File: config.mk
export PLATFORM = sky130hd
export DESIGN_NAME = vid_out
export DESIGN_NICKNAME = d
export VERILOG_FILES = /design/src/rtl/vid_pkg.sv /design/src/rtl/vid_axis_ctr.sv /design/src/rtl/vid_out.sv
export SDC_FILE = /design/constraint.sdc
export NUM_CORES = 1
export LEC_CHECK = 0
export ABC_AREA = 1
export CAP_MARGIN = 30
export CORE_UTILIZATION = 41
export DETAILED_ROUTE_END_ITERATION = 12
export GPL_ROUTABILITY_DRIVEN = 0
export PLACE_DENSITY = 0.76
export SKIP_LAST_GASP = 1
export SYNTH_ARGS = -nofsm -noshare
export SYNTH_HDL_FRONTEND = slang
export SYNTH_SLANG_ARGS = --single-unit
File: constraint.sdc
create_clock -name CLK -period 1.35 [get_ports CLK]
set_input_delay 0.135 -clock CLK [delete_from_list [all_inputs] [get_ports CLK]]
set_output_delay 0.135 -clock CLK [all_outputs]
set_load 0.01 [all_outputs]
File: src/rtl/vid_pkg.sv
// Shared definitions for the video output stage: default raster timing,
// the packed pixel type and the saturating 9-bit increment used by both axes.
package vid_pkg;

  localparam int unsigned H_START_DEF  = 16;
  localparam int unsigned H_ACTIVE_DEF = 256;
  localparam int unsigned V_START_DEF  = 3;
  localparam int unsigned V_ACTIVE_DEF = 240;

  localparam logic [8:0] AXIS_MAX     = 9'd511;
  localparam logic [8:0] AXIS_NEAR_MAX = 9'd510;

  typedef logic [23:0] rgb_t;

  function automatic logic [8:0] sat_inc9(input logic [8:0] v);
    logic [8:0] r;
    if (v == AXIS_MAX) begin
      r = AXIS_MAX;
    end else begin
      r = v + 9'd1;
    end
    return r;
  endfunction

endpackage

File: src/rtl/vid_axis_ctr.sv
// One raster axis: 9-bit counter with load-to-zero, saturating increment and
// a 10-bit window compare so a window ending at 512 does not wrap.
module vid_axis_ctr
  import vid_pkg::*;
#(
  parameter int unsigned WIN_START = H_START_DEF,
  parameter int unsigned WIN_LEN   = H_ACTIVE_DEF
) (
  input  logic       clk_i,
  input  logic       rst_i,
  input  logic       ce_i,
  input  logic       load_i,
  input  logic       inc_i,
  output logic [8:0] cnt_o,
  output logic       in_win_o
);

  localparam int unsigned WIN_END = WIN_START + WIN_LEN;
  localparam logic [9:0]  WIN_LO  = WIN_START[9:0];
  localparam logic [9:0]  WIN_HI  = WIN_END[9:0];

  logic [8:0] cnt_q;
  logic [8:0] cnt_d;

  // load beats increment so a frame restart lands exactly on zero
  always_comb begin
    cnt_d = cnt_q;
    if (load_i) begin
      cnt_d = 9'd0;
    end else if (inc_i) begin
      cnt_d = sat_inc9(cnt_q);
    end else begin
      cnt_d = cnt_q;
    end
  end

  always_ff @(posedge clk_i) begin
    if (rst_i) begin
      cnt_q <= 9'd0;
    end else if (ce_i) begin
      cnt_q <= cnt_d;
    end
  end

  assign cnt_o    = cnt_q;
  assign in_win_o = ({1'b0, cnt_q} >= WIN_LO) && ({1'b0, cnt_q} < WIN_HI);

endmodule

File: src/rtl/vid_out.sv
// Video output timing stage: rebuilds sync levels from upstream edge events,
// tracks X/Y, derives blanking/DE and gates the pixel bus, all on PCE.
module vid_out
  import vid_pkg::*;
#(
  parameter int unsigned H_START  = H_START_DEF,
  parameter int unsigned H_ACTIVE = H_ACTIVE_DEF,
  parameter int unsigned V_START  = V_START_DEF,
  parameter int unsigned V_ACTIVE = V_ACTIVE_DEF
) (
  input  logic        CLK,
  input  logic        RES,
  input  logic        PCE,
  input  logic        HSYNC_POSEDGE,
  input  logic        HSYNC_NEGEDGE,
  input  logic        VSYNC_POSEDGE,
  input  logic        VSYNC_NEGEDGE,
  input  logic [23:0] RGB_IN,
  output logic        HSYNC,
  output logic        VSYNC,
  output logic        HBLANK,
  output logic        VBLANK,
  output logic        DE,
  output logic [7:0]  R,
  output logic [7:0]  G,
  output logic [7:0]  B,
  output logic [8:0]  X,
  output logic [8:0]  Y,
  output logic [8:0]  LINE_LEN,
  output logic        FIELD,
  output logic        SYNC_ERR
);

  logic [8:0] x_s;
  logic [8:0] y_s;
  logic       x_win_s;
  logic       y_win_s;
  logic       h_fault_s;

  logic       hsync_q,    hsync_d;
  logic       vsync_q,    vsync_d;
  logic       hblank_q,   hblank_d;
  logic       vblank_q,   vblank_d;
  logic       de_q,       de_d;
  rgb_t       rgb_q,      rgb_d;
  logic [8:0] line_len_q, line_len_d;
  logic       field_q,    field_d;
  logic       sync_err_q, sync_err_d;

  vid_axis_ctr #(
    .WIN_START (H_START),
    .WIN_LEN   (H_ACTIVE)
  ) u_x_ctr (
    .clk_i    (CLK),
    .rst_i    (RES),
    .ce_i     (PCE),
    .load_i   (HSYNC_NEGEDGE),
    .inc_i    (1'b1),
    .cnt_o    (x_s),
    .in_win_o (x_win_s)
  );

  vid_axis_ctr #(
    .WIN_START (V_START),
    .WIN_LEN   (V_ACTIVE)
  ) u_y_ctr (
    .clk_i    (CLK),
    .rst_i    (RES),
    .ce_i     (PCE),
    .load_i   (VSYNC_NEGEDGE),
    .inc_i    (HSYNC_NEGEDGE),
    .cnt_o    (y_s),
    .in_win_o (y_win_s)
  );

  // Out-of-order hsync edges, or a line so long that X is about to pin at 511
  assign h_fault_s = (HSYNC_POSEDGE & hsync_q)
                   | (HSYNC_NEGEDGE & ~hsync_q)
                   | (HSYNC_POSEDGE & HSYNC_NEGEDGE)
                   | (~HSYNC_NEGEDGE & (x_s >= AXIS_NEAR_MAX));

  always_comb begin
    hsync_d = hsync_q;
    if (HSYNC_NEGEDGE) begin
      hsync_d = 1'b0;
    end else if (HSYNC_POSEDGE) begin
      hsync_d = 1'b1;
    end else begin
      hsync_d = hsync_q;
    end

    vsync_d = vsync_q;
    if (VSYNC_NEGEDGE) begin
      vsync_d = 1'b0;
    end else if (VSYNC_POSEDGE) begin
      vsync_d = 1'b1;
    end else begin
      vsync_d = vsync_q;
    end

    line_len_d = line_len_q;
    if (HSYNC_NEGEDGE) begin
      line_len_d = sat_inc9(x_s);
    end else begin
      line_len_d = line_len_q;
    end

    field_d = field_q;
    if (VSYNC_POSEDGE) begin
      field_d = ~field_q;
    end else begin
      field_d = field_q;
    end

    sync_err_d = sync_err_q | h_fault_s;

    // pixel pipeline is one PCE deep, aligned with the blanking flags
    hblank_d = ~x_win_s;
    vblank_d = ~y_win_s;
    de_d     = x_win_s & y_win_s;
    rgb_d    = 24'h000000;
    if (de_d) begin
      rgb_d = RGB_IN;
    end else begin
      rgb_d = 24'h000000;
    end
  end

  always_ff @(posedge CLK) begin
    if (RES) begin
      hsync_q    <= 1'b0;
      vsync_q    <= 1'b0;
      hblank_q   <= 1'b1;
      vblank_q   <= 1'b1;
      de_q       <= 1'b0;
      rgb_q      <= 24'h000000;
      line_len_q <= 9'd0;
      field_q    <= 1'b0;
      sync_err_q <= 1'b0;
    end else if (PCE) begin
      hsync_q    <= hsync_d;
      vsync_q    <= vsync_d;
      hblank_q   <= hblank_d;
      vblank_q   <= vblank_d;
      de_q       <= de_d;
      rgb_q      <= rgb_d;
      line_len_q <= line_len_d;
      field_q    <= field_d;
      sync_err_q <= sync_err_d;
    end
  end

  assign HSYNC    = hsync_q;
  assign VSYNC    = vsync_q;
  assign HBLANK   = hblank_q;
  assign VBLANK   = vblank_q;
  assign DE       = de_q;
  assign R        = rgb_q[23:16];
  assign G        = rgb_q[15:8];
  assign B        = rgb_q[7:0];
  assign X        = x_s;
  assign Y        = y_s;
  assign LINE_LEN = line_len_q;
  assign FIELD    = field_q;
  assign SYNC_ERR = sync_err_q;

endmodule

==> flow_summary.yaml, run 1 <==
pwr:
  seqPwrFrac: 0.446
  p_sw_uw: 920.9
  sw_frac_of_total: 0.2349
  power.leakage_nw: 2.122
  combPwrFrac: 0.087
  ir_drop_v: 0.0005888
  clkPwrFrac: 0.468
  p_total_mw: 3.921
  powerDensity_nw_per_um2: 862.2
  power.internal_mw: 3.000
cells_and_area:
  final_nets: 534
  drive_gt1_frac: 0.3030
  final_core_util: 0.7590
  syn2layout_area_growth_pct: 76.15
  diodes: 0
  nFillCells: 425
logic_synthesis:
  synth.most_common_cell: "nand2_1"
  yosys-top-cells-area: "dfxtp_1 (45%), nand2_1 (14%), a21oi_1 (9.3%), nand3_1 (7.2%), nor2_1 (3.6%)"
  synthDistinctLibCells: 25
  synth_edf_count: 0
  synthTopCellsByCount: "nand2_1 (99), dfxtp_1 (58), a21oi_1 (48)"
  ys_warn_count: 0
  synth_area_leader_cell: "dfxtp_1"
  yosys_register_bits: 58
  ys.flop_type: "dfxtp_1"
  syn_nets: 386
  synth_area_um2: 2581
  synthCells: 352
  async_flop_share: 0
  syn_area_per_cell_um2: 7.333
  synth_top_area_frac: 0.4498
  seq_area_frac_synth: 0.4498
critical_path:
  cp-end-kind: "flip-flop"
  critPathKind: "reg2reg"
  r2r_cells: 10
  r2r_setup_slack_ns: -0.17
  r2r_end: "rgb_q[2]"
  critPathMaxStageDelay_ns: 0.33
  cp_cell_sequence: "buf_6, nor2_4, nand2_2, nand2_2, nand2_2, nor2_4, buf_6, buf_16, nand3_2, a21oi_1"
  r2r_start: "u_x_ctr.cnt_o[7]"
  cp.arrival_ns: 1.77
  crit_fanout: 7
  start_kind: "flip-flop"
  worstPathRequired_ns: 1.61
  cp_common_cell: "nand2_2"
  cp_slowest_cell: "dfxtp_2"
  cp-startpoint: "u_x_ctr.cnt_o[7]"
placement:
  io_buffers: 88
  hpwl_um: 5280
detailed_routing:
  drt-total-wl_um: 9311
  via_count: 3073
  post_drt_via_cell_ratio: 5.298
  drt_iter0_drc: 159
  drc_errors: 0
  drtPass1Iterations: 5
  wl_per_cell_um: 16.05
  antenna_left: 0
global_route:
  grt_max_degree: 28
  grt_pass1_wl_um: 13100
  overflow: 0
  met1_usage: 0.3177
  met3_usage: 0.06517
  top_usage_layer: "met2"
  grt_pass1_vias: 2809
  grt_usage: 0.2651
  grtUsageMet2: 0.4433
  antenna_found_initial: 0
floorplan:
  rows: 28
  die_w_um: 81.35
  die-height_um: 81.35
  io_pins: 89
  initial_core_util: 0.4309
  dieArea_um2: 6617
  coreArea_um2: 5991
run:
  cap_violations: 0
worst_hold_path:
  whs_endpoint: "rgb_q[14]"
  hold_path_depth: 3
  min_path_type: "in2reg"
  min_from: "RGB_IN[14]"
sta:
  timing.fmax_mhz: 659.7
  fin_skew_ns: 0.01109
  layout_setup_ws_ns: -0.1658
  rsz0062_at_grt: "true"
  finalHoldViolations: 0
  period_share: 1.123
  report.final.slew_viol_count: 0
  whs_ns: 0.3759
  finalSetupViolCount: 30
  slew_headroom: 0.7460
  fin_crit_ns: 1.516
  worst_pin_slew_ns: 0.3806
status:
  violations: "negative setup slack"
  status: "complete, but fails checks"
clocking:
  clock-sinks: 58
  clockBufferDepth: 2
  clock_latency_ns: 0.34
  htreeDepth: 3
  cts_tree: "built"
  clock-root-buffer: "clkbuf_8"
  clk_pin_slew_ns: 0.08
  holdBufCountCts: 0
  cts_buffers: 9
## metrics by stage
step	setup slack (ns)	std cells	TNS (ns)	cell area, um^2
2_1_floorplan	0.01683	352	0	2600
3_3_place_gp	-0.1798	546	-6.957	3854
3_5_place_dp	-0.2708	546	-9.305	3854
4_1_cts	-0.06593	576	-0.9688	4322
5_1_grt	-0.2172	580	-4.300	4547
6_report	-0.1658	580	-2.800	4547
## state kept, by name (all words and copies together) (netlist names)
name	count
u_y_ctr.cnt_o	9
VBLANK	1
FIELD	1
rgb_q	24
SYNC_ERR	1
HSYNC	1
LINE_LEN	9
VSYNC	1
u_x_ctr.cnt_o	9
DE	1
HBLANK	1
## layer usage
metal,vias up,wire (um),share of wire
li1,1458,-,-
met1,1432,3707,0.40
met2,149,4636,0.50
met3,34,606,0.065
met4,0,361,0.039
met5,-,0,0
## layout make-up
type | instances | area (um^2) | share of cell area
Multi-Input combinational cell | 257 | 1508 | 0.3316
Clock inverter | 6 | 88.84 | 0.01954
Sequential cell | 58 | 1179 | 0.2592
Timing Repair Buffer | 153 | 1461 | 0.3214
Clock buffer | 10 | 137.6 | 0.03027
Tap cell | 75 | 93.84 | 0.02064
Inverter | 21 | 78.83 | 0.01734
## timing repair
| item | in CTS | in global routing |
|---|---|---|
| setup buffers | 10 | 4 |
| pin swaps | 19 | 29 |
| gates resized for setup | 87 | 54 |
| endpoints found under the setup margin | 93 | 60 |
| gates cloned | 4 | 0 |
## placed cells by master (no fill, tap or decap), types with 2 or more instances in the layout
master           count
a21oi_2             12
dlymetal6s2s_1       9
dfxtp_1             46
clkinvlp_4           2
o21ai_1              2
nand2_1             96
nand4_1              3
clkdlybuf4s50_1     30
xnor2_1              2
inv_1               18
bufinv_16            2
o211ai_1             2
buf_4               50
nor2_2               6
nor2_1              16
buf_12               3
nand3_4              6
dfxtp_2             11
a31oi_1              4
ha_4                 2
o21ai_0             11
clkbuf_8            10
buf_16               3
buf_6                9
nand3_2             16
nand3_1             22
dlygate4sd2_1       49
nor3_1               2
nor2_4               9
inv_2                2
nand2_2              4
a21oi_1             36
## power by group through the flow
| stage | Combinational (mW) | Clock (mW) | Sequential [mW] |
|---|---|---|---|
| 2_1_floorplan | 0.101 | 0 | 1.80 |
| 3_3_place_gp | 0.321 | 0 | 1.79 |
| 3_5_place_dp | 0.322 | 0 | 1.79 |
| 4_1_cts | 0.316 | 1.84 | 1.75 |
| 5_1_grt | 0.361 | 1.94 | 1.75 |
| 6_report | 0.339 | 1.83 | 1.75 |
## cell families (layout without fill, tap and decap cells)
family,Yosys count,after routing,synth area share
adder cells (fa/ha/maj),3,3,0.01454
AO/OA/AOI/OAI,68,68,0.1357
flip-flops,58,58,0.4498
multiplexers,1,1,0.003878
XOR/XNOR,3,3,0.01018
AND/OR/NAND/NOR,181,182,0.3141
buffers and inverters,38,190,0.07174
## worst max path at each step
stage / end / slack, ns / depth (start not counted)
after floorplan: u_x_ctr.cnt_o[4] / 0.02 / 8
after global placement: rgb_q[2] / -0.18 / 6
after detailed placement: rgb_q[11] / -0.27 / 6
after CTS: rgb_q[11] / -0.07 / 10
after global routing: rgb_q[2] / -0.22 / 10
final: rgb_q[2] / -0.17 / 10
## critical path, delay by kind of cell, from the launching register on
family | cells | cell delay [ns]
AOI/OAI and AO/OA | 1 | 0.16
buffers and inverters | 3 | 0.40
DFF | 1 | 0.33
and+or+nand+nor | 6 | 0.54
No activity file was read; power rests on OpenSTA's default activity.
==> inputs of run 2 (changes only) <==
CAP_MARGIN = default   (was 30)
==> results of run 2 <==
No change in the layout: final DEF, timing and power equal those of run 1.
